==> config.mk <==
export PLATFORM = sky130hd
export DESIGN_NAME = fetch_ctrl
export DESIGN_NICKNAME = d
export VERILOG_FILES = /design/src/rtl/fetch_ctrl.sv
export SDC_FILE = /design/constraint.sdc
export NUM_CORES = 1
export LEC_CHECK = 0
export BUFFER_PORTS_ARGS = -buffer_cell sky130_fd_sc_hd__clkbuf_2
export CORE_MARGIN = 2
export CORE_UTILIZATION = 47
export CTS_CLUSTER_DIAMETER = 150
export CTS_CLUSTER_SIZE = 10
export DETAILED_ROUTE_END_ITERATION = 16
export PLACE_DENSITY = 0.78
export SYNTH_ARGS = -nofsm -noshare
export SYNTH_HDL_FRONTEND = slang
export SYNTH_SLANG_ARGS = --single-unit
==> constraint.sdc <==
create_clock -name clk -period 2.3 [get_ports clk]
set_clock_uncertainty 0.15 [all_clocks]
set_input_delay 0.23 -clock clk [delete_from_list [all_inputs] [get_ports clk]]
set_output_delay 0.23 -clock clk [all_outputs]
set_load 0.05 [all_outputs]
==> src/rtl/fetch_ctrl.sv <==
// -----------------------------------------------------------------------------
// fetch_ctrl
//   Fetch/decode/execute sequencer for a small accumulator machine. It drives
//   the program counter (increment / load), runs the memory read/write
//   handshake, holds the instruction register and operand latch, and pulses
//   the accumulator load for ALU-class instructions.
//
//   Instruction word: {opcode[OPW-1:0], addr[AW-1:0]}.
//   Opcodes: HLT=000 SKZ=001 ADD=010 AND=011 XOR=100 LDA=101 STO=110 JMP=111
//
// Ports
//   clk        in   system clock, rising edge
//   rst        in   asynchronous reset, active-high
//   mem_data   in   memory read data, valid when mem_rdy=1
//   mem_rdy    in   memory completes the pending access this cycle
//   zero       in   accumulator-is-zero flag (used by SKZ in DECODE)
//   resume     in   leaves HALT
//   mem_rd     out  read request, held until mem_rdy
//   mem_wr     out  write request (accumulator to ir_addr), held until mem_rdy
//   addr_sel   out  0: memory address = PC, 1: memory address = ir_addr
//   pc_inc     out  PC <= PC + 1 on this edge
//   pc_load    out  PC <= pc_data on this edge
//   pc_data    out  jump target (always ir_addr)
//   ir_opcode  out  latched opcode
//   ir_addr    out  latched address field
//   opnd       out  latched operand
//   acc_ld     out  accumulator <= ALU(ir_opcode, acc, opnd) on this edge
//   halted     out  1 while in HALT
// -----------------------------------------------------------------------------
module fetch_ctrl #(
    parameter int OPW = 3,
    parameter int AW  = 5,
    parameter int DW  = 8
) (
    input  logic           clk,
    input  logic           rst,
    input  logic [DW-1:0]  mem_data,
    input  logic           mem_rdy,
    input  logic           zero,
    input  logic           resume,
    output logic           mem_rd,
    output logic           mem_wr,
    output logic           addr_sel,
    output logic           pc_inc,
    output logic           pc_load,
    output logic [AW-1:0]  pc_data,
    output logic [OPW-1:0] ir_opcode,
    output logic [AW-1:0]  ir_addr,
    output logic [DW-1:0]  opnd,
    output logic           acc_ld,
    output logic           halted
);

    localparam logic [OPW-1:0] OP_HLT = 3'b000;
    localparam logic [OPW-1:0] OP_SKZ = 3'b001;
    localparam logic [OPW-1:0] OP_ADD = 3'b010;
    localparam logic [OPW-1:0] OP_AND = 3'b011;
    localparam logic [OPW-1:0] OP_XOR = 3'b100;
    localparam logic [OPW-1:0] OP_LDA = 3'b101;
    localparam logic [OPW-1:0] OP_STO = 3'b110;
    localparam logic [OPW-1:0] OP_JMP = 3'b111;

    typedef enum logic [3:0] {
        S_IDLE,
        S_FETCH,
        S_DECODE,
        S_SKIP,
        S_JUMP,
        S_OPRD,
        S_ALU,
        S_STORE,
        S_HALT
    } state_t;

    state_t state;
    state_t next_state;

    // State register. Outputs are decoded from state alone, so the async
    // reset drops any pending mem_rd/mem_wr without waiting for a clock.
    always_ff @(posedge clk or posedge rst) begin
        if (rst) begin
            state <= S_IDLE;
        end else begin
            state <= next_state;
        end
    end

    // Instruction register and operand latch capture only on a completed read.
    always_ff @(posedge clk or posedge rst) begin
        if (rst) begin
            ir_opcode <= '0;
            ir_addr   <= '0;
            opnd      <= '0;
        end else begin
            if (state == S_FETCH && mem_rdy) begin
                ir_opcode <= mem_data[DW-1:AW];
                ir_addr   <= mem_data[AW-1:0];
            end
            if (state == S_OPRD && mem_rdy) begin
                opnd <= mem_data;
            end
        end
    end

    assign pc_data = ir_addr;

    always_comb begin
        next_state = state;
        mem_rd     = 1'b0;
        mem_wr     = 1'b0;
        addr_sel   = 1'b0;
        pc_inc     = 1'b0;
        pc_load    = 1'b0;
        acc_ld     = 1'b0;
        halted     = 1'b0;

        case (state)
            S_IDLE: begin
                next_state = S_FETCH;
            end
            S_FETCH: begin
                mem_rd = 1'b1;
                if (mem_rdy) next_state = S_DECODE;
            end
            S_DECODE: begin
                // PC advances past the instruction word here, so HALT/resume
                // and SKZ both continue from the incremented address.
                pc_inc = 1'b1;
                case (ir_opcode)
                    OP_HLT: next_state = S_HALT;
                    OP_SKZ: next_state = zero ? S_SKIP : S_FETCH;
                    OP_ADD,
                    OP_AND,
                    OP_XOR,
                    OP_LDA: next_state = S_OPRD;
                    OP_STO: next_state = S_STORE;
                    OP_JMP: next_state = S_JUMP;
                    default: next_state = S_HALT;
                endcase
            end
            S_SKIP: begin
                pc_inc     = 1'b1;
                next_state = S_FETCH;
            end
            S_JUMP: begin
                pc_load    = 1'b1;
                next_state = S_FETCH;
            end
            S_OPRD: begin
                mem_rd   = 1'b1;
                addr_sel = 1'b1;
                if (mem_rdy) next_state = S_ALU;
            end
            S_ALU: begin
                acc_ld     = 1'b1;
                next_state = S_FETCH;
            end
            S_STORE: begin
                mem_wr   = 1'b1;
                addr_sel = 1'b1;
                if (mem_rdy) next_state = S_FETCH;
            end
            S_HALT: begin
                halted = 1'b1;
                if (resume) next_state = S_FETCH;
            end
            default: begin
                next_state = S_IDLE;
            end
        endcase
    end

endmodule

==> impl_metrics.toml <==
[drt]
vias = 797
drc = 0
wl_mm = 1.99
drtAntennaViolNets = 0
drt_pass1_iterations = 4
drt_first_iter_violations = 8
routedWlPerCell_um = 12.8
via_per_inst = 5.14

[setup_path]
r2r_slack_ps = 480
timing.rr.end = "state[1]$_DFFE_PP0P_"
cp.buffers_inverters = 3
cp-start-kind = "register"
cp_max_fo = 8
cp_cell_sequence = "inv_2 > nor2_4 > nand3_1 > inv_1 > clkbuf_2"
critical_path_class = "register to output port"
critical_path.top_delay_family = "flip-flops"
crit_arrival_ps = 1590
rr_worst_depth = 5
critPathRequiredTime_ps = 1920
crit_path_top_delay_cell = "dfrtp_1"
cp-end-kind = "output port"
critical_path.max_stage_delay_ps = 560
rr_startpoint = "ir_opcode[1]$_DFFE_PP0P_"

[timing]
maxSlewViolCount = 0
hold_violations = 0
worst_pin_slew_ps = 729
slew_headroom_pct = 51.3
finalSetupViolCount = 0
post-route-period-util_pct = 85.5
max_clock_freq_mhz = 508
finalHoldWorstSlack_ps = 15.3
min_period_ps = 1970
fin_tns_setup_ps = 0
rsz0062_at_grt = "no"

[cells_and_area]
drive_gt1_share_pct = 55.1
nNetsFinal = 143
nFillCells = 195
multi_input_area_um2 = 458
regArea_um2 = 500
final_cells = 155
fin_area_um2 = 1290
syn_to_final_growth_pct = 23.2
antenna_cells = 0

[placement]
dp_cells = 150
place.gp.congestion = 0.841
hpwl_mm = 1.58
port_buffers = 40
place_area_um2 = 1230

[min_path]
hold_class = "input pin to register"
hold_depth = 2
holdPathEnd = "ir_addr[2]$_DFFE_PP0P_"
hold_start = "mem_data[2]"

[floorplanning]
die_h_um = 51.2
start_util_pct = 48.7
die_width_um = 51.2
die_area_um2 = 2620
io_pins = 41
core_region_area_um2 = 2150
rows = 17

[job]
maxCapViolCount = 0

[cts]
cts_buffers = 3
clk_latency_ps = 300
cts.root.buffer_cell = "clkbuf_4"
clock_sinks = 20
cts_tree = "yes"
clock_path_buffers = 2
clkTransAtPathRegs_ps = 120
htree_levels = 1
cts_setup_buffers = 0

[synth]
syn_inst = 90
ys.flop_type = "dfrtp_1"
synth_seq_area_share_pct = 47.8
synth-seq-cells = 20
async_reset_ff_share_pct = 100
synth.distinct_cells = 28
synth_area_leaders = "dfrtp_1, mux2_2, buf_4"
synth_edf_count = 0
syn_area_um2 = 1050
synth_top_area_share_pct = 47.8
netlist.top_cell.by_area = "dfrtp_1"
yosys_warnings = 0
synthesis.nets = 105
synth.avg_cell_area_um2 = 11.6

[global_routing]
grt_pass1_vias = 725
antenna_found_initial = 0
track_usage_pct = 16.8
globalRouteOverflowTotal = 0
grt_max_degree = 21
grt_pass1_wl_mm = 3.27

[run_status]
run_status = "completed"
registers in the layout, indices dropped and copies added (netlist names):
name and cells:
opnd 8, state 4, ir_addr 5, ir_opcode 3
layer usage:
layer / GRT usage [%] / vias to the layer above / wire [um]
met5: 0 / - / 0
met4: 5.41 / 0 / 0
met3: 4.68 / 0 / 165
met2: 25.8 / 32 / 948
met1: 23.0 / 378 / 877
li1: - / 387 / -
cells in the mapped netlist (2+ instances only):
cell     number
nand3_1       2
buf_2         2
mux2_2       16
dfrtp_1      20
nor2_1        4
ha_1          2
a31oi_1       2
nor2_4        2
a21oi_1       3
nand2_1       2
buf_4         6
nor3_1        4
inv_1         8
o21ai_0       2
nand4_4       2
metrics by stage:
| step | utilization, % | worst slack (ps) |
|---|---|---|
| global route | 60.0 | 255 |
| finish | 60.0 | 333 |
| global placement | 57.1 | 592 |
| detailed placement | 57.1 | 495 |
| CTS | 60.0 | 326 |
| floorplan | - | 192 |
worst max path at each step:
| stage | to | from | slack [ps] | depth (start not counted) |
|---|---|---|---|---|
| 2_1_floorplan | pc_load | state[0]$_DFFE_PP0P_ | 190 | 3 |
| 3_3_place_gp | state[1]$_DFFE_PP0P_ | ir_opcode[1]$_DFFE_PP0P_ | 590 | 5 |
| 3_5_place_dp | state[1]$_DFFE_PP0P_ | ir_opcode[1]$_DFFE_PP0P_ | 490 | 5 |
| 4_1_cts | mem_wr | state[1]$_DFFE_PP0P_ | 330 | 5 |
| 5_1_grt | mem_wr | state[1]$_DFFE_PP0P_ | 260 | 5 |
| 6_report | mem_wr | state[1]$_DFFE_PP0P_ | 330 | 5 |
placed cells by master (no fill, tap or decap), drive strengths merged, types with 2 or more instances in the layout:
cell type  count
clkbuf        43
dfrtp         20
mux2          16
inv            9
nor2           7
nor3           4
a21oi          3
nand4          2
nand2          2
a31oi          2
nand3          2
o21ai          2
ha             2
nand2b         2
and2           2
repair_timing:
| action | CTS | global route |
|---|---|---|
| endpoints found under the setup margin | 0 | 0 |
| hold buffers | 1 | 0 |
| gates resized for setup | 0 | 0 |
| hold endpoints to repair | 20 | 0 |
layout make-up:
class / instances / share of cell area, %
timing repair buffer: 41 / 16.3
inverter: 9 / 2.62
clock inverter: 1 / 2.33
multi-input combinational: 53 / 35.5
tap: 28 / 2.72
sequential: 20 / 38.8
clock buffer: 3 / 1.75
worst reg2reg max path, cell delays in order (launching register included):
cell and delay [ps]:
dfrtp_1 430, inv_1 80, ha_1 310, or3_1 430
a31oi_1 200, o32ai_1 120
logic make-up after synthesis:
logic type               Yosys count  synth area share, %
AND/OR/NAND/NOR                   23                 16.5
flip-flops                        20                 47.8
buffers and inverters             17                 8.48
multiplexers                      16                 17.2
AO/OA/AOI/OAI                     12                 7.65
adder cells (fa/ha/maj)            2                 2.39
Power is not shown: default switching activity piles up to over one toggle a cycle in this logic, so the estimate is an artifact.
